**src/rtl/pulse_stretcher_pkg.sv**
```systemverilog
// Shared definitions for the pulse stretcher: state encoding and width helpers.
package pulse_stretcher_pkg;

    typedef enum logic [1:0] {
        IDLE = 2'd0,
        HIGH = 2'd1,
        GAP  = 2'd2
    } state_t;

    // Smallest r with 2**r >= v; returns 0 for v <= 1.
    function automatic int clog2(input int v);
        int r;
        r = 0;
        for (int i = 0; i < 31; i++) begin
            if ((1 << i) < v) r = i + 1;
        end
        return r;
    endfunction

    function automatic int max2(input int a, input int b);
        return (a > b) ? a : b;
    endfunction

endpackage

```
**src/rtl/tick_prescaler.sv**
```systemverilog
// Emits one tick every PRESCALE enabled cycles; clear restarts the count at 0.
module tick_prescaler
    import pulse_stretcher_pkg::*;
#(
    parameter int PRESCALE = 50000
) (
    input  logic clk,
    input  logic reset,
    input  logic clear,
    input  logic enable,
    output logic tick
);

    localparam int CW = (clog2(PRESCALE) < 1) ? 1 : clog2(PRESCALE);
    localparam logic [CW-1:0] LAST = CW'(PRESCALE - 1);

    logic [CW-1:0] cnt;

    assign tick = enable && (cnt == LAST);

    always_ff @(posedge clk or negedge reset) begin
        if (!reset) begin
            cnt <= '0;
        end else if (clear) begin
            cnt <= '0;
        end else if (enable) begin
            cnt <= (cnt == LAST) ? '0 : cnt + 1'b1;
        end
    end

endmodule

```
**src/rtl/pulse_stretcher.sv**
```systemverilog
// Turns single-cycle event strobes into fixed-length level pulses separated by
// a fixed low gap, queueing events that arrive while a pulse is in progress.
module pulse_stretcher
    import pulse_stretcher_pkg::*;
#(
    parameter int  PRESCALE    = 50000,
    parameter int  HIGH_TICKS  = 100,
    parameter int  GAP_TICKS   = 20,
    parameter int  MAX_PENDING = 7,
    localparam int PW          = clog2(MAX_PENDING + 1)
) (
    input  logic          clk,
    input  logic          reset,
    input  logic          pulse_in,
    output logic          level_out,
    output logic          busy,
    output logic [PW-1:0] pending,
    output logic          overflow
);

    localparam int TW = clog2(max2(HIGH_TICKS, GAP_TICKS) + 1);
    localparam logic [TW-1:0] HIGH_LAST = TW'(HIGH_TICKS - 1);
    localparam logic [TW-1:0] GAP_LAST  = TW'(GAP_TICKS - 1);
    localparam logic [PW-1:0] MAX_P     = PW'(MAX_PENDING);

    state_t        state;
    logic [TW-1:0] tick_cnt;
    logic          tick;
    logic          pre_clear;
    logic          pre_enable;
    logic          last_tick;
    logic          high_done;
    logic          gap_done;

    // Holding the prescaler clear in IDLE makes every HIGH entry start at 0;
    // the HIGH->GAP and GAP->HIGH hand-offs land on its natural wrap.
    assign pre_clear  = (state == IDLE);
    assign pre_enable = (state != IDLE);

    tick_prescaler #(
        .PRESCALE (PRESCALE)
    ) u_prescaler (
        .clk    (clk),
        .reset  (reset),
        .clear  (pre_clear),
        .enable (pre_enable),
        .tick   (tick)
    );

    assign last_tick = (state == HIGH) ? (tick_cnt == HIGH_LAST) : (tick_cnt == GAP_LAST);
    assign high_done = (state == HIGH) && tick && last_tick;
    assign gap_done  = (state == GAP)  && tick && last_tick;

    always_ff @(posedge clk or negedge reset) begin
        if (!reset) begin
            state     <= IDLE;
            tick_cnt  <= '0;
            level_out <= 1'b0;
            busy      <= 1'b0;
            pending   <= '0;
            overflow  <= 1'b0;
        end else begin
            overflow <= 1'b0;

            if (state != IDLE && tick) begin
                tick_cnt <= last_tick ? '0 : tick_cnt + 1'b1;
            end

            case (state)
                IDLE: begin
                    tick_cnt <= '0;
                    if (pulse_in) begin
                        state     <= HIGH;
                        level_out <= 1'b1;
                        busy      <= 1'b1;
                    end
                end
                HIGH, GAP: begin
                    if (gap_done) begin
                        // A new strobe here either replaces the consumed queued
                        // event or is consumed itself, so pending only drops
                        // when no strobe arrives.
                        if (pending != '0 || pulse_in) begin
                            state     <= HIGH;
                            level_out <= 1'b1;
                            if (!pulse_in) pending <= pending - 1'b1;
                        end else begin
                            state <= IDLE;
                            busy  <= 1'b0;
                        end
                    end else begin
                        if (high_done) begin
                            state     <= GAP;
                            level_out <= 1'b0;
                        end
                        if (pulse_in) begin
                            if (pending == MAX_P) overflow <= 1'b1;
                            else                  pending  <= pending + 1'b1;
                        end
                    end
                end
                default: begin
                    state     <= IDLE;
                    level_out <= 1'b0;
                    busy      <= 1'b0;
                end
            endcase
        end
    end

endmodule

```
**config.mk**
```make
export PLATFORM = sky130hd
export DESIGN_NAME = pulse_stretcher
export DESIGN_NICKNAME = d
export VERILOG_FILES = /design/src/rtl/pulse_stretcher_pkg.sv /design/src/rtl/tick_prescaler.sv /design/src/rtl/pulse_stretcher.sv
export SDC_FILE = /design/constraint.sdc
export NUM_CORES = 1
export LEC_CHECK = 0
export CORE_ASPECT_RATIO = 1.4
export CORE_MARGIN = 2
export CORE_UTILIZATION = 47
export DETAILED_ROUTE_END_ITERATION = 6
export PLACE_DENSITY = 0.67
export REMOVE_ABC_BUFFERS = 1
export SYNTH_ARGS = -nofsm -noshare
export SYNTH_HDL_FRONTEND = slang
export SYNTH_HIERARCHICAL = 1
export SYNTH_SLANG_ARGS = --single-unit
```
**constraint.sdc**
```tcl
create_clock -name clk -period 7.2 [get_ports clk]
set_input_delay 1.8 -clock clk [delete_from_list [all_inputs] [get_ports clk]]
set_output_delay 1.8 -clock clk [all_outputs]
set_load 0.01 [all_outputs]
```
==> results_dict.tcl, run 1 <==
set metrics [dict create \
    cts_hold_buf 0 \
    worst_pin_slew_ps 561 \
    yosys-top-cells-area "dfrtp_1 39%, ha_1 4.4%, xnor2_1 3.5%, nor2_1 3.2%, nand4_1 2.8%" \
    vdd_drop_max_uv 204 \
    hold_viol 0 \
    fin_tns_setup_ps 0 \
    dieArea_sq_mm 0.00476 \
    finalSetupViolCount 0 \
    clock_latency_ps 290 \
    cp.buffers_inverters 3 \
    rows 27 \
    initial_core_util 0.497 \
    synth_cell_types 65 \
    die_w_um 58.9 \
    drt_iter0_drc 81 \
    drive_gt1_frac 0.130 \
    crit_family "simple AND/OR/NAND/NOR gates" \
    hold_path_class "flip-flop to flip-flop" \
    path_class "flip-flop to flip-flop" \
    coreArea_sq_mm 0.00399 \
    min_period_ps 3400 \
    rsz0062_at_grt "no" \
    synth_common_cells "31 x dfrtp_1, 17 x nor2_1, 12 x nand2_1" \
    p_clk_frac 0.206 \
    final-seq-area_sq_um 776 \
    gp_congestion 0.892 \
    worstSetupEndpointType "flip-flop" \
    area_growth_pct 10.3 \
    outcome "finished with violations" \
    ant_nets 0 \
    port_buffers 8 \
    maxCapViolations 0 \
    p_per_area_mw_per_mm2 312 \
    synth_area_sq_mm 0.00198 \
    overflow 0 \
    yosysTopAreaCell "dfrtp_1" \
    fillers 354 \
    critPathMaxStageDelay_ps 400 \
    ys_warn_count 6 \
    violations "DRC" \
    cp_slowest_cell "dfrtp_1" \
    power.internal_mw 0.408 \
    switching_share 0.401 \
    routedWlPerCell_um 16.3 \
    hpwlAfterDp_um 2950 \
    vias 1585 \
    syn_inst 196 \
    combPwrFrac 0.442 \
    cts_tree "done" \
    fmax_mhz 294 \
    cts_sinks 31 \
    crit_path_start_kind "flip-flop" \
    total_power_mw 0.681 \
    ys_seq_area_frac 0.391 \
    drt_pass1_iterations 6 \
    finalMaxSlewViolations 0 \
    gr-usage-all-layers 0.197 \
    skew_ps 14.7 \
    grt_pass1_wl_um 7230 \
    synth_seq_cells 31 \
    leakage_nw 0.917 \
    ios 9 \
    required_ps 7370 \
    crit_top_cell "inv_1" \
    synth.most_common_cell "dfrtp_1" \
    fin_nets 218 \
    cts_setup_buffers 0 \
    grt_antenna_before_repair 0 \
    diodes 0 \
    p_sw_mw 0.273 \
    synthArstFlopShare 1.00 \
    final_cells 251 \
    syn_area_per_cell_sq_um 10.1 \
    dp_cells 244 \
    seq_power_share 0.352 \
    drc 2 \
    cts_resized 0 \
    path_cells "inv_1, ha_1, inv_1, inv_1, nor2_1, and4bb_2, o211ai_2, xnor2_1, ha_1, nor4_1, a32o_1, a22oi_1" \
    vias_per_cell 6.31 \
    worstPathArrival_ps 3570 \
    synthFlopType "dfrtp_1" \
    synth_edf_count 0 \
    root_buffer "clkbuf_8" \
    yosysTopAreaCellShare 0.391 \
    crit_fanout 17 \
    die_h_um 80.9 \
    clk_pin_slew_worst_paths_ps 70 \
    htreeDepth 2 \
    wirelength_um 4100 \
    finalCritPeriodShare 0.473 \
    cts_made_buffers 5 \
    cts_buffer_depth 2 \
    grt_max_degree 32 \
    final_util 0.549 \
    relSlewSlack 0.626 \
    grt_pass1_vias 1587 \
    multiInputGateArea_sq_mm 0.00115 \
]
## cells in the final DEF (no fill, tap or decap), types with 3 or more instances in the layout
cell and instances:
dfrtp_1 31, nor2_1 17, nand2_1 12, inv_1 9, nand4_1 9, xnor2_1 8, clkdlybuf4s50_1 8, a21oi_1 7
ha_1 7, nand3_1 6, clkbuf_8 6, xor2_1 5, nor3_1 4, o21ai_0 4, and3_1 4, a31oi_1 4
a21o_1 3, mux2i_1 3
## through the flow
step | area, sq um | hold WS [ps] | setup slack [ps]
CTS | 2190 | 512 | 3840
global route | 2190 | 532 | 3490
global placement | 2100 | 492 | 3930
finish | 2190 | 511 | 3800
detailed placement | 2100 | 491 | 3860
floorplan | 1960 | 475 | 4390
## registers in the layout, indices dropped and copies added, names as in the netlist
signal and count:
u_prescaler/cnt 16, tick_cnt 7, pending 3, state 2, busy 1, level_out 1
overflow 1
## per-layer routing
| layer | track usage | share of wire | vias up | wire, um |
|---|---|---|---|---|
| met4 | 0.0750 | 0.019 | 0 | 77 |
| li1 | - | - | 767 | - |
| met5 | 0 | 0 | - | 0 |
| met1 | 0.238 | 0.42 | 773 | 1730 |
| met2 | 0.337 | 0.52 | 35 | 2140 |
| met3 | 0.0446 | 0.038 | 10 | 154 |
## power groups by stage
stage,combinational [mW],clock (mW),sequential [mW]
CTS,0.302,0.145,0.240
global route,0.334,0.151,0.245
floorplan,0.211,0,0.241
global placement,0.290,0,0.240
finish,0.301,0.140,0.240
detailed placement,0.301,0,0.243
## worst paths after layout
check | to | slack (ps) | cells after the start | start
worst max-delay path | pending[2]$_DFFE_PN0P_ | 3800 | 12 | state[0]$_DFFE_PN0P_
worst min-delay path | level_out$_DFFE_PN0P_ | 510 | 1 | level_out$_DFFE_PN0P_
worst max register to register | pending[2]$_DFFE_PN0P_ | 3800 | 12 | state[0]$_DFFE_PN0P_
worst min register to register | level_out$_DFFE_PN0P_ | 510 | 1 | level_out$_DFFE_PN0P_
max in group asynchronous | u_prescaler/cnt[6]$_DFFE_PN0P_ | 4990 | 2 | reset
min in group asynchronous | tick_cnt[6]$_DFFE_PN0P_ | 1900 | 2 | reset
## logic make-up (layout without fill, tap and decap cells)
logic type | count (synthesis) | after routing | synth area share
adder cells (fa/ha/maj) | 7 | 7 | 0.0442
AO/OA/AOI/OAI | 46 | 46 | 0.189
flip-flops | 31 | 31 | 0.391
AND/OR/NAND/NOR | 81 | 81 | 0.262
XOR/XNOR | 13 | 13 | 0.0574
buffers and inverters | 13 | 25 | 0.0296
multiplexers | 5 | 5 | 0.0265
## area by class of cell
class                   count  area share
inverters                   9      0.0154
multi-input cells         152       0.525
clock buffers               6      0.0378
flip-flops and latches     31       0.355
clock inverters             1     0.00229
well taps                  43      0.0246
repair buffers              9      0.0400
## worst register-to-register path: cells and delay by family (launching register included)
family | cells | cell delay (ps)
and+or+nand+nor | 3 | 1060
adders and majority gates | 2 | 620
buffers and inverters | 3 | 550
AOI/OAI and AO/OA | 3 | 460
DFF | 1 | 400
xor gates and xnor gates | 1 | 190
(Power assumes the default switching activity.)
==> run 2: changes to the inputs <==
Settings changed: PLACE_DENSITY 0.67 to 0.69.
Clock period 7.2 ns to 2.8 ns, I/O delays scaled along.
==> run 2 against run 1 <==
The run still ends with DRC left. Routed wire length up 4.7%. Total power increased to 2.7 times the previous value. Register-to-register slack worse by 3600 ps. Core utilization grew 2.3 points. First-iteration DRC count rose by 78%. Via count increased by 4.2%. Count of clock-buffer cells in the layout rose by 2. Worst hold slack gained 3.3 ps. Die area unchanged. Highest routed layer unchanged.
==> results_dict.tcl, run 2 (synthesized netlist as in run 1, its figures left out) <==
set metrics [dict create \
    min_period_ps 2560 \
    initial_core_util 0.497 \
    p_per_area_mw_per_mm2 817 \
    final_common_cell "dfrtp_1" \
    drt_pass1_iterations 6 \
    worstPathArrival_ps 2720 \
    relSlewSlack 0.709 \
    crit_path_start_kind "flip-flop" \
    fin_nets 226 \
    fmax_mhz 390 \
    largest_reg_flops 16 \
    routedWlPerCell_um 16.5 \
    vias 1651 \
    wirelength_um 4290 \
    hold_path_class "flip-flop to flip-flop" \
    diodes 0 \
    root_buffer "clkbuf_8" \
    vias_per_cell 6.35 \
    cts_hold_buf 0 \
    cts_tree "done" \
    timing.hold.ws_ps 514 \
    path_class "flip-flop to flip-flop" \
    dieArea_sq_mm 0.00476 \
    outcome "finished with violations" \
    maxCapViolations 0 \
    fillers 335 \
    grt_max_degree 32 \
    grt_antenna_before_repair 0 \
    worst_pin_slew_ps 436 \
    path_cells "ha_2, and4_4, nand4_2, nor2_1, and4bb_2, o211ai_2, xnor2_1, ha_1, nor4_4, a32o_1, a22oi_1" \
    pre_cts_ws_ps 123 \
    drc 1 \
    violations "DRC" \
    fin_tns_setup_ps 0 \
    cts_made_buffers 5 \
    worstSetupEndpointType "flip-flop" \
    drive_gt1_frac 0.175 \
    gr-usage-all-layers 0.198 \
    grt_pass1_vias 1641 \
    ios 9 \
    final_cells 260 \
    overflow 0 \
    die_w_um 58.9 \
    rsz0062_at_grt "no" \
    port_buffers 8 \
    area_growth_pct 14.9 \
    clk_pin_slew_worst_paths_ps 70 \
    reg_top3 "u_prescaler/cnt (16), tick_cnt (7), pending (3)" \
    rows 27 \
    skew_ps 4.42 \
    grt_pass1_wl_um 7150 \
    setup_ws_ps 236 \
    leakage_nw 0.958 \
    dp_cells 250 \
    htreeDepth 2 \
    finalSetupViolCount 0 \
    drt_iter0_drc 144 \
    coreArea_sq_mm 0.00399 \
    clock_latency_ps 290 \
    layout_common_cells "30 x dfrtp_1, 17 x nor2_1, 12 x nand2_1" \
    gp_congestion 0.884 \
    die_h_um 80.9 \
    crit_fanout 4 \
    hold_viol 0 \
    required_ps 2960 \
    cts_buffer_depth 2 \
    hpwlAfterDp_um 3070 \
    vdd_drop_max_uv 427 \
    cp_slowest_cell "dfrtp_1" \
    critPathMaxStageDelay_ps 380 \
    ant_nets 0 \
    regMostFlops "u_prescaler/cnt" \
    cts_sinks 31 \
    finalCritPeriodShare 0.916 \
    finalMaxSlewViolations 0 \
]
run 2: cell types whose count changed in the layout (fill, tap and decap cells not counted):
cell,change
dfrtp_1,-1
ha_1,-1
ha_2,+1
clkinv_2,-1
dfrtp_2,+1
clkbuf_8,+1
buf_4,+8
nor4_4,+1
nor4_1,-1
clkbuf_1,+1
run 2: layout make-up:
type / instances / area [sq um] / area share
clock buffer: 8 / 100 / 0.0439
inverter: 9 / 33.8 / 0.0148
sequential: 31 / 777 / 0.341
timing repair buffer: 17 / 148 / 0.0648
multi-input combinational: 152 / 1170 / 0.512
tap: 43 / 53.8 / 0.0236
run 2: path summary, 6_finish.rpt:
kind	slack, ps	to	depth (start not counted)	start
max	240	pending[2]$_DFFE_PN0P_	11	u_prescaler/cnt[1]$_DFFE_PN0P_
min	510	level_out$_DFFE_PN0P_	1	level_out$_DFFE_PN0P_
max reg2reg	240	pending[2]$_DFFE_PN0P_	11	u_prescaler/cnt[1]$_DFFE_PN0P_
min reg2reg	510	level_out$_DFFE_PN0P_	1	level_out$_DFFE_PN0P_
max in group asynchronous	1670	u_prescaler/cnt[10]$_DFFE_PN0P_	2	reset
min in group asynchronous	810	tick_cnt[4]$_DFFE_PN0P_	2	reset
run 2: where the power goes:
group	switching [mW]	internal (mW)
Sequential	0.0835	0.523
Combinational	0.484	0.381
Clock	0.166	0.224
Total	0.734	1.13
run 2: repair_timing:
| action | in CTS | in global routing |
|---|---|---|
| setup endpoints to repair | 0 | 1 |
| hold endpoints to repair | 0 | 0 |
| buffers inserted | 0 | 2 |
| resized for setup | 0 | 4 |
run 2: per-stage QoR:
stage	power (mW)	utilization	instance area, sq um
floorplan	1.16	-	1960
global placement	1.41	0.538	2140
detailed placement	1.44	0.538	2140
CTS	1.84	0.563	2240
global route	2.00	0.572	2280
finish	1.86	0.572	2280
run 2: critical path: cells and delay by family (launching register included):
family                     cells  cell delay, ps
AOI/OAI and AO/OA              3             350
xor gates and xnor gates       1             140
adders and majority gates      2             470
DFF                            1             380
and+or+nand+nor                5            1100
run 2: routing by layer:
metal  up-vias  part of all wire  global-route usage
met1       798              0.41               0.222
met2        54              0.52               0.340
met3        14             0.043              0.0446
li1        785                 -                   -
met5         -                 0                   0
met4         0             0.028               0.107
==> run 3: changes to the inputs <==
Settings changed: CAP_MARGIN set to 20, CORE_MARGIN 2 to 4, SYNTH_HIERARCHICAL 1 to unset.
==> run 3 against run 2 <==
The run now ends clean. Maximum frequency increased by 3.4%. Highest routed layer unchanged. Die area decreased by 0.30%. First-iteration DRC count decreased by 72%. Count of clock-buffer cells in the layout unchanged. Via count decreased by 22%. Setup slack improved by 85 ps. Design area decreased by 14%. Largest cell class unchanged. Synthesized cell count decreased by 13%. Sequential power increased by 0.7%. Total power decreased by 14%. Final cell count decreased by 13%.
==> results_dict.tcl, run 3 <==
set metrics [dict create \
    ios 9 \
    layout_common_cells "31 x dfrtp_1, 20 x nor2_1, 13 x nand2_1, 11 x nand3_1, 10 x xor2_1" \
    port_buffers 8 \
    synth_edf_count 0 \
    r2r-start "state[1]$_DFFE_PN0P_" \
    vdd_drop_max_uv 714 \
    drc 0 \
    worstSetupEndpointType "flip-flop" \
    gp_congestion 0.772 \
    fin_nets 195 \
    drt_iter0_drc 41 \
    largest_reg_flops 16 \
    multiInputGateArea_sq_um 915 \
    hold_depth 1 \
    synthFlopType "dfrtp_1" \
    cts_setup_buffers 0 \
    ff2ff_setup_slack_ps 320 \
    drive_gt1_frac 0.0968 \
    coreArea_sq_mm 0.00347 \
    fillers 307 \
    reg_top3 "u_prescaler.cnt (16), tick_cnt (7), pending (3)" \
    initial_core_util 0.501 \
    root_buffer "clkbuf_8" \
    gr-usage-all-layers 0.166 \
    yosysTopAreaCell "dfrtp_1" \
    cts_tree "done" \
    vias 1284 \
    min_period_ps 2480 \
    fmax_mhz 403 \
    r2r-end "pending[2]$_DFFE_PN0P_" \
    synth_cell_types 40 \
    worst_pin_slew_ps 459 \
    cts_made_buffers 5 \
    rsz0062_at_grt "no" \
    crit_path_start_kind "flip-flop" \
    endpoint "pending[2]$_DFFE_PN0P_" \
    clk_pin_slew_worst_paths_ps 70 \
    finalMaxSlewViolations 0 \
    cts_buffer_depth 2 \
    cts_resized 0 \
    final-seq-area_sq_um 776 \
    syn_area_per_cell_sq_um 10.2 \
    diodes 0 \
    crit_fanout 4 \
    die_w_um 59.4 \
    grt_max_degree 32 \
    regMostFlops "u_prescaler.cnt" \
    finalCritPeriodShare 0.885 \
    path_class "flip-flop to flip-flop" \
    wirelength_um 3260 \
    die_h_um 80.0 \
    yosysTopAreaCellShare 0.446 \
    ant_nets 0 \
    drt_pass1_iterations 4 \
    synth_area_sq_mm 0.00174 \
    yosys-top-cells-area "dfrtp_1 45%, xor2_1 5.0%, ha_1 4.3%, nor2_1 4.3%, xnor2_1 4.0%" \
    total_power_mw 1.61 \
    dieArea_sq_mm 0.00475 \
    maxCapViolations 0 \
    leakage_nw 0.856 \
    vias_per_cell 5.68 \
    area_growth_pct 13.3 \
    cts_sinks 31 \
    worstPathArrival_ps 2680 \
    fin_tns_setup_ps 0 \
    timing.hold.ws_ps 495 \
    ys_warn_count 0 \
    required_ps 3000 \
    hold_path_class "flip-flop to flip-flop" \
    synth_common_cells "31 x dfrtp_1, 20 x nor2_1, 13 x nand2_1" \
    grt_antenna_before_repair 0 \
    clock_latency_ps 280 \
    final_common_cell "dfrtp_1" \
    ys_seq_area_frac 0.446 \
    synth_seq_cells 31 \
    syn_inst 170 \
    synth.most_common_cell "dfrtp_1" \
    grt_pass1_vias 1332 \
    hpwlAfterDp_um 2410 \
    synthArstFlopShare 1.00 \
    routedWlPerCell_um 14.4 \
    hold_viol 0 \
    p_per_area_mw_per_mm2 815 \
    grt_pass1_wl_um 5900 \
    relSlewSlack 0.690 \
    cts_hold_buf 0 \
    skew_ps 5.65 \
    rows 25 \
    finalSetupViolCount 0 \
    crit_path_start "state[1]$_DFFE_PN0P_" \
    outcome "finished, final reports clean" \
    overflow 0 \
    r2r_cells 10 \
    htreeDepth 2 \
]
==> run 3: cell types whose count changed after synthesis, sizes merged, moves of 5 or more <==
cell    delta
nand4      -6
a21oi      -7
xor2       +5
nand2b     +5
o21ai      +5
==> run 3: final cells by class <==
| type | instances | share of cell area |
|---|---|---|
| clock buffers | 8 | 0.0508 |
| inverters | 7 | 0.0133 |
| multi-input cells | 129 | 0.464 |
| flip-flops and latches | 31 | 0.394 |
| well taps | 40 | 0.0254 |
| repair buffers | 11 | 0.0521 |
==> run 3: power breakdown <==
part           internal (mW)  switching, mW
logic                  0.277          0.334
registers              0.527         0.0828
clock network          0.224          0.159
total                   1.03          0.577
==> run 3: cell families (layout without fill, tap and decap cells) <==
family	count (synthesis)	count (layout)	synth area share
flops	31	31	0.446
buf+inv	10	26	0.0274
fa+ha+maj	7	7	0.0547
mux	4	4	0.0238
compound gates	22	22	0.0828
xor+xnor	18	18	0.0907
simple gates	78	78	0.274
==> run 3: through the flow <==
step / utilization / setup slack, ps / area, sq um / instances
3_5_place_dp: 0.538 / 366 / 1870 / 218
3_3_place_gp: 0.538 / 516 / 1870 / 218
5_1_grt: 0.567 / 160 / 1970 / 226
6_report: 0.567 / 321 / 1970 / 226
4_1_cts: 0.567 / 358 / 1970 / 226
2_1_floorplan: - / 487 / 1720 / 167
==> run 3: routing by layer <==
metal  GRT usage  vias to the layer above  share of wire
met5           0                        -              0
met4      0.0771                        0          0.022
met3      0.0469                        8          0.038
met2       0.281                       29           0.52
met1       0.186                      628           0.42
li1            -                      619              -
==> run 3: worst min-delay path by stage <==
| stage | from | endpoint | slack (ps) |
|---|---|---|---|
| CTS | u_prescaler.cnt[0]$_DFF_PN0_ | u_prescaler.cnt[0]$_DFF_PN0_ | 490 |
| floorplan | reset | busy$_DFFE_PN0P_ | 400 |
| finish | u_prescaler.cnt[0]$_DFF_PN0_ | u_prescaler.cnt[0]$_DFF_PN0_ | 500 |
| global placement | u_prescaler.cnt[0]$_DFF_PN0_ | u_prescaler.cnt[0]$_DFF_PN0_ | 470 |
| global route | u_prescaler.cnt[0]$_DFF_PN0_ | u_prescaler.cnt[0]$_DFF_PN0_ | 520 |
| detailed placement | u_prescaler.cnt[0]$_DFF_PN0_ | u_prescaler.cnt[0]$_DFF_PN0_ | 480 |
==> run 3: critical path, stage by stage, from the launching register on <==
cell and delay, ps:
dfrtp_1 400, inv_1 80, ha_1 200, nor4b_2 360
o211ai_1 240, nor3_4 170, inv_1 70, fa_1 370
nand2b_1 150, mux2i_1 180, xor2_1 170
